<file path="src/rtl/vp_stream_switch.sv">
// Frame-boundary stream selector with line padding for the VP output path.
// One of NUM_CH streams is routed to a registered output; short lines are padded to cfg_h_disp.
module vp_stream_switch #(
  parameter int NUM_CH  = 4,
  parameter int DATA_W  = 24,
  parameter int X_W     = 11,
  parameter int FRAME_W = 16,
  parameter int WDOG_W  = 24,
  localparam int SEL_W  = $clog2(NUM_CH)
) (
  input  logic                     clk,
  input  logic                     rst_n,
  input  logic [SEL_W-1:0]         cfg_sel,
  input  logic                     cfg_fill_en,
  input  logic [DATA_W-1:0]        cfg_fill_color,
  input  logic [X_W-1:0]           cfg_h_disp,
  input  logic                     stat_clr,
  input  logic [NUM_CH-1:0]        in_vs,
  input  logic [NUM_CH-1:0]        in_de,
  input  logic [NUM_CH*DATA_W-1:0] in_data,
  output logic                     out_vs,
  output logic                     out_de,
  output logic [DATA_W-1:0]        out_data,
  output logic [SEL_W-1:0]         stat_active_sel,
  output logic [X_W-1:0]           stat_line_len,
  output logic [FRAME_W-1:0]       stat_frame_cnt,
  output logic                     stat_pad_ovr
);

  typedef enum logic [1:0] {
    IDLE = 2'd0,
    LINE = 2'd1,
    PAD  = 2'd2
  } state_t;

  state_t              state;
  state_t              state_nxt;
  logic [X_W-1:0]      x_cnt;
  logic [X_W-1:0]      x_nxt;
  logic [X_W-1:0]      x_inc;
  logic [X_W:0]        x_p1;
  logic                pad_last;
  logic                vs_q;
  logic [WDOG_W-1:0]   wdog;

  logic                cur_vs;
  logic                cur_de;
  logic [DATA_W-1:0]   cur_data;
  logic                sel_ok;
  logic                vs_rise;
  logic                wdog_fire;
  logic                sel_load;
  logic                ch_switch;

  logic                de_nxt;
  logic [DATA_W-1:0]   data_nxt;
  logic                len_load;
  logic                ovr_set;

  assign cur_vs   = in_vs[stat_active_sel];
  assign cur_de   = in_de[stat_active_sel];
  assign cur_data = in_data[int'(stat_active_sel)*DATA_W +: DATA_W];

  assign sel_ok    = int'(cfg_sel) < NUM_CH;
  assign vs_rise   = cur_vs & ~vs_q;
  assign wdog_fire = (wdog == '1) & ~vs_rise;
  assign sel_load  = (vs_rise | wdog_fire) & sel_ok;
  assign ch_switch = sel_load & (cfg_sel != stat_active_sel);

  // x_p1 is one bit wider so the end-of-pad test still holds if cfg_h_disp drops below x_cnt.
  assign x_p1     = {1'b0, x_cnt} + (X_W+1)'(1);
  assign pad_last = x_p1 >= {1'b0, cfg_h_disp};
  assign x_inc    = (x_cnt == '1) ? x_cnt : x_p1[X_W-1:0];

  always_comb begin
    state_nxt = state;
    x_nxt     = x_cnt;
    de_nxt    = cur_de;
    data_nxt  = cur_de ? cur_data : '0;
    len_load  = 1'b0;
    ovr_set   = 1'b0;

    case (state)
      IDLE: begin
        if (cur_de) begin
          state_nxt = LINE;
          x_nxt     = X_W'(1);
        end
      end

      LINE: begin
        if (cur_de) begin
          x_nxt = x_inc;
        end else begin
          len_load = 1'b1;
          // The de-fall cycle already carries the first fill pixel so the padded line stays contiguous.
          if (cfg_fill_en && (x_cnt < cfg_h_disp)) begin
            de_nxt   = 1'b1;
            data_nxt = cfg_fill_color;
            if (pad_last) begin
              state_nxt = IDLE;
              x_nxt     = '0;
            end else begin
              state_nxt = PAD;
              x_nxt     = x_p1[X_W-1:0];
            end
          end else begin
            state_nxt = IDLE;
            x_nxt     = '0;
          end
        end
      end

      PAD: begin
        if (cur_de) begin
          ovr_set   = 1'b1;
          state_nxt = LINE;
          x_nxt     = X_W'(1);
        end else if (vs_rise) begin
          ovr_set   = 1'b1;
          state_nxt = IDLE;
          x_nxt     = '0;
        end else if (!cfg_fill_en) begin
          state_nxt = IDLE;
          x_nxt     = '0;
        end else begin
          de_nxt   = 1'b1;
          data_nxt = cfg_fill_color;
          if (pad_last) begin
            state_nxt = IDLE;
            x_nxt     = '0;
          end else begin
            x_nxt = x_p1[X_W-1:0];
          end
        end
      end

      default: begin
        state_nxt = IDLE;
        x_nxt     = '0;
      end
    endcase

    if (ch_switch) begin
      state_nxt = IDLE;
      x_nxt     = '0;
    end
  end

  always_ff @(posedge clk or negedge rst_n) begin
    if (!rst_n) begin
      state    <= IDLE;
      x_cnt    <= '0;
      vs_q     <= 1'b0;
      out_vs   <= 1'b0;
      out_de   <= 1'b0;
      out_data <= '0;
    end else begin
      state    <= state_nxt;
      x_cnt    <= x_nxt;
      vs_q     <= cur_vs;
      out_vs   <= cur_vs;
      out_de   <= de_nxt;
      out_data <= data_nxt;
    end
  end

  always_ff @(posedge clk or negedge rst_n) begin
    if (!rst_n) begin
      stat_active_sel <= '0;
      wdog            <= '0;
    end else begin
      if (sel_load) begin
        stat_active_sel <= cfg_sel;
      end
      if (vs_rise || wdog_fire) begin
        wdog <= '0;
      end else begin
        wdog <= wdog + WDOG_W'(1);
      end
    end
  end

  always_ff @(posedge clk or negedge rst_n) begin
    if (!rst_n) begin
      stat_line_len  <= '0;
      stat_frame_cnt <= '0;
      stat_pad_ovr   <= 1'b0;
    end else begin
      if (len_load) begin
        stat_line_len <= x_cnt;
      end
      if (stat_clr) begin
        stat_frame_cnt <= vs_rise ? FRAME_W'(1) : '0;
      end else if (vs_rise) begin
        stat_frame_cnt <= stat_frame_cnt + FRAME_W'(1);
      end
      if (ovr_set) begin
        stat_pad_ovr <= 1'b1;
      end else if (stat_clr) begin
        stat_pad_ovr <= 1'b0;
      end
    end
  end

endmodule

</file>
<file path="config.mk">
export PLATFORM = sky130hd
export DESIGN_NAME = vp_stream_switch
export DESIGN_NICKNAME = d
export VERILOG_FILES = /design/src/rtl/vp_stream_switch.sv
export SDC_FILE = /design/constraint.sdc
export NUM_CORES = 1
export LEC_CHECK = 0
export CORE_UTILIZATION = 40
export CTS_BUF_LIST = sky130_fd_sc_hd__clkbuf_2 sky130_fd_sc_hd__clkbuf_4 sky130_fd_sc_hd__clkbuf_8
export CTS_CLUSTER_DIAMETER = 120
export DETAILED_ROUTE_END_ITERATION = 10
export PLACE_DENSITY = 0.74
export SYNTH_ARGS = -nofsm -noshare
export SYNTH_HDL_FRONTEND = slang
export SYNTH_SLANG_ARGS = --single-unit
</file>
<file path="constraint.sdc">
create_clock -name clk -period 3.4 [get_ports clk]
set_input_delay 0.68 -clock clk [delete_from_list [all_inputs] [get_ports clk]]
set_output_delay 0.68 -clock clk [all_outputs]
set_load 0.05 [all_outputs]
</file>
==> run_results.csv <==
group,metric,value,unit
worst_setup_path,critical-path-top-delay-family,"compound AO/OA/AOI/OAI gates",
die,die_h,117,µm
cells_and_area,final_cell_mix,"clkdlybuf4s50_1 (199), dfrtp_1 (92), nor2_1 (51), ha_1 (29)",
grt,first_global_vias,4686,
power_and_ir_drop,power.leakage,3.43,nW
cells_and_area,stdcell_count,843,
worst_setup_path,worstPathArrival,3.31,ns
grt,track_usage,0.219,
sta,setup_viol,0,
placement,port_buffers,200,
synthesis,synth.distinct_cells,46,
sta,hold_violations,0,
detailed_routing,vias_per_cell,5.31,
synthesis,async_reset_ff_frac,1.00,
grt,grt_max_degree,56,
cells_and_area,diodes,0,
die,coreArea,12800,µm²
synthesis,netlist_instances,464,
sta,setup_tns,0,ns
die,rows,41,
placement,gp_congestion,0.898,
synthesis,synth_area_leaders,"dfrtp_1 (44%), mux4_2 (11%), ha_1 (6.8%)",
run,maxCapViolations,0,
clock_tree,cts_tree,"done",
sta,tightestPinTransition,0.717,ns
detailed_routing,routed_wl,14.8,mm
placement,dp_cells,827,
sta,maxSlewViolCount,0,
worst_setup_path,path_cells,"and4_1 -> nand4_1 -> xnor2_1 -> ha_1 -> nand4_1 -> a221oi_1 -> o2111ai_1 -> nand3_1 -> o211ai_1 -> buf_4 -> a32o_2",
cells_and_area,syn_to_final_growth,45.0,%
worst_setup_path,cp-end-kind,"flip-flop",
clock_tree,clk_pin_slew,0.09,ns
sta,fin_worst_skew,0.0139,ns
clock_tree,cts_buffers,9,
synthesis,syn_area,5320,µm²
worst_setup_path,slowest_stage,"dfrtp_1",
synthesis,synth_edf_count,0,
worst_setup_path,crit_top_cell,"nand4_1",
clock_tree,cts_sinks,93,
clock_tree,root_buffer,"clkbuf_8",
min_path,hold_class,"in2async",
worst_setup_path,required,3.65,ns
worst_setup_path,cp_num_cells,11,
synthesis,ys_seq_elements,93,
clock_tree,clkLatencyLatePin,0.36,ns
detailed_routing,wl_per_cell,17.6,µm
detailed_routing,drc,0,
worst_setup_path,critPathLaunchType,"flip-flop",
grt,grt_pass1_wl,22.8,mm
sta,max_freq,326,MHz
die,die_w,117,µm
die,pin_count,201,
detailed_routing,vias,4474,
worst_setup_path,crit_fanout,10,
clock_tree,cts.path.max_buffers,2,
detailed_routing,drt.antenna.violating_nets,0,
sta,min_period,3.06,ns
detailed_routing,first_pass_iters,4,
synthesis,yosysSeqAreaShare,0.438,
worst_setup_path,slowest_delay,0.47,ns
worst_setup_path,crit_type,"reg2reg",
sta,fin_crit_sh,0.901,
detailed_routing,drt_first_iter_violations,257,
power_and_ir_drop,ir_worst_vdd,0.293,mV
cells_and_area,finalNetCount,840,
power_and_ir_drop,design_power_total,4.70,mW
grt,grt_overflow,0,
clock_tree,htreeDepth,3,
clock_tree,cts_hold_buffers,0,
sta,grt_setup_unrepaired,"no",
synthesis,ys.flop_type,"dfrtp_1",
cells_and_area,drive_gt1_frac,0.119,
outcome,status,"complete, no violations",
worst_setup_path,crit_buf_inv,1,
cells_and_area,mostFrequentLayoutCell,"clkdlybuf4s50_1",
cells_and_area,fin_util,0.603,
die,die_area,13800,µm²
worst_setup_path,reg2regPathDepth,11,
grt,antenna_found_initial,0,
synthesis,synth_nets,638,
placement,dpl.hpwl,11.5,mm
synthesis,synth_top_area_share,0.438,
synthesis,yosys.area.top_type,"dfrtp_1",
power_and_ir_drop,power-per-cell-area,609,nW/µm²
clock_tree,cts_resized,0,
die,initial_utilization,0.416,
sta,slew_headroom,0.522,
sta,holdWs,0.352,ns
synthesis,yosysWarnings,0,
synthesis,avgSynthCellArea,11.5,µm²
clock_tree,postCtsSetupBuffers,0,
synth_stat cells, types with 2 or more instances:
| library cell | number |
|---|---|
| inv_1 | 23 |
| a2111oi_0 | 3 |
| o211ai_1 | 2 |
| and3_1 | 16 |
| o21ai_0 | 9 |
| xnor2_1 | 23 |
| a21oi_1 | 11 |
| xor2_1 | 25 |
| a32o_1 | 3 |
| nor3_1 | 3 |
| ha_1 | 29 |
| mux4_2 | 26 |
| nand2_1 | 26 |
| dfrtp_1 | 93 |
| nand3_1 | 18 |
| buf_2 | 3 |
| a22o_1 | 24 |
| nand4_1 | 11 |
| o2111ai_1 | 2 |
| and4_1 | 5 |
| and2_1 | 2 |
| nor2_1 | 51 |
| nor2b_1 | 2 |
| a32o_2 | 7 |
| buf_6 | 4 |
| mux2_2 | 12 |
| mux2i_1 | 2 |
| clkbuf_1 | 11 |
logic make-up (layout without fill, tap and decap cells):
| group | count (synthesis) | count (layout) | share of synthesized area |
|---|---|---|---|
| AND/OR/NAND/NOR | 139 | 139 | 0.129 |
| flip-flops | 93 | 93 | 0.438 |
| AO/OA/AOI/OAI | 72 | 72 | 0.110 |
| XOR/XNOR | 48 | 48 | 0.0791 |
| buffers and inverters | 43 | 250 | 0.0370 |
| multiplexers | 40 | 40 | 0.139 |
| adder cells (fa/ha/maj) | 29 | 29 | 0.0683 |
final timing paths:
kind / start / endpoint / slack [ns]
worst max-delay path: x_cnt[4]$_DFFE_PN0P_ / x_cnt[7]$_DFFE_PN0P_ / 0.34
worst min register to register: stat_line_len[0]$_DFFE_PN0P_ / stat_line_len[0]$_DFFE_PN0P_ / 0.50
worst max register to register: x_cnt[4]$_DFFE_PN0P_ / x_cnt[7]$_DFFE_PN0P_ / 0.34
min in group clk: stat_line_len[0]$_DFFE_PN0P_ / stat_line_len[0]$_DFFE_PN0P_ / 0.50
max in group asynchronous: rst_n / out_data[15]$_DFF_PN0_ / 2.40
worst min-delay path: rst_n / x_cnt[2]$_DFFE_PN0P_ / 0.35
power by group:
group          internal (mW)  switching, mW  total (mW)  leakage [nW]
Combinational           1.11           1.44        2.55          2.09
Sequential              1.31          0.150        1.46          1.25
Clock                  0.286          0.408       0.694        0.0909
Total                   2.70           1.99        4.70          3.43
routing by layer:
layer | track usage | vias to the layer above | routed length, µm
li1 | - | 2092 | -
met1 | 0.271 | 2214 | 6040
met2 | 0.381 | 150 | 7750
met3 | 0.0484 | 18 | 815
met4 | 0.0700 | 0 | 233
met5 | 0 | - | 0
final cells by class:
type / instances / area (µm²)
Fill cell: 1064 / 5070
Timing Repair Buffer: 211 / 2110
Clock inverter: 5 / 35.0
Clock buffer: 11 / 139
Inverter: 23 / 86.3
Sequential cell: 93 / 2330
Tap cell: 172 / 215
Multi-Input combinational cell: 328 / 2800
sequential cells by signal (all words and copies together) (netlist names):
name             flops
stat_frame_cnt      16
wdog                24
x_cnt               11
stat_line_len       11
stat_active_sel      2
out_data            24
state                2
out_de               1
vs_q                 1
stat_pad_ovr         1
per-stage QoR:
| stage | setup WS, ns | instance area [µm²] |
|---|---|---|
| 2_1_floorplan | 0.688 | 5320 |
| 3_3_place_gp | 0.279 | 7530 |
| 3_5_place_dp | 0.174 | 7530 |
| 4_1_cts | 0.347 | 7710 |
| 5_1_grt | 0.155 | 7710 |
| 6_report | 0.337 | 7710 |
No activity file was read; power rests on OpenSTA's default activity.
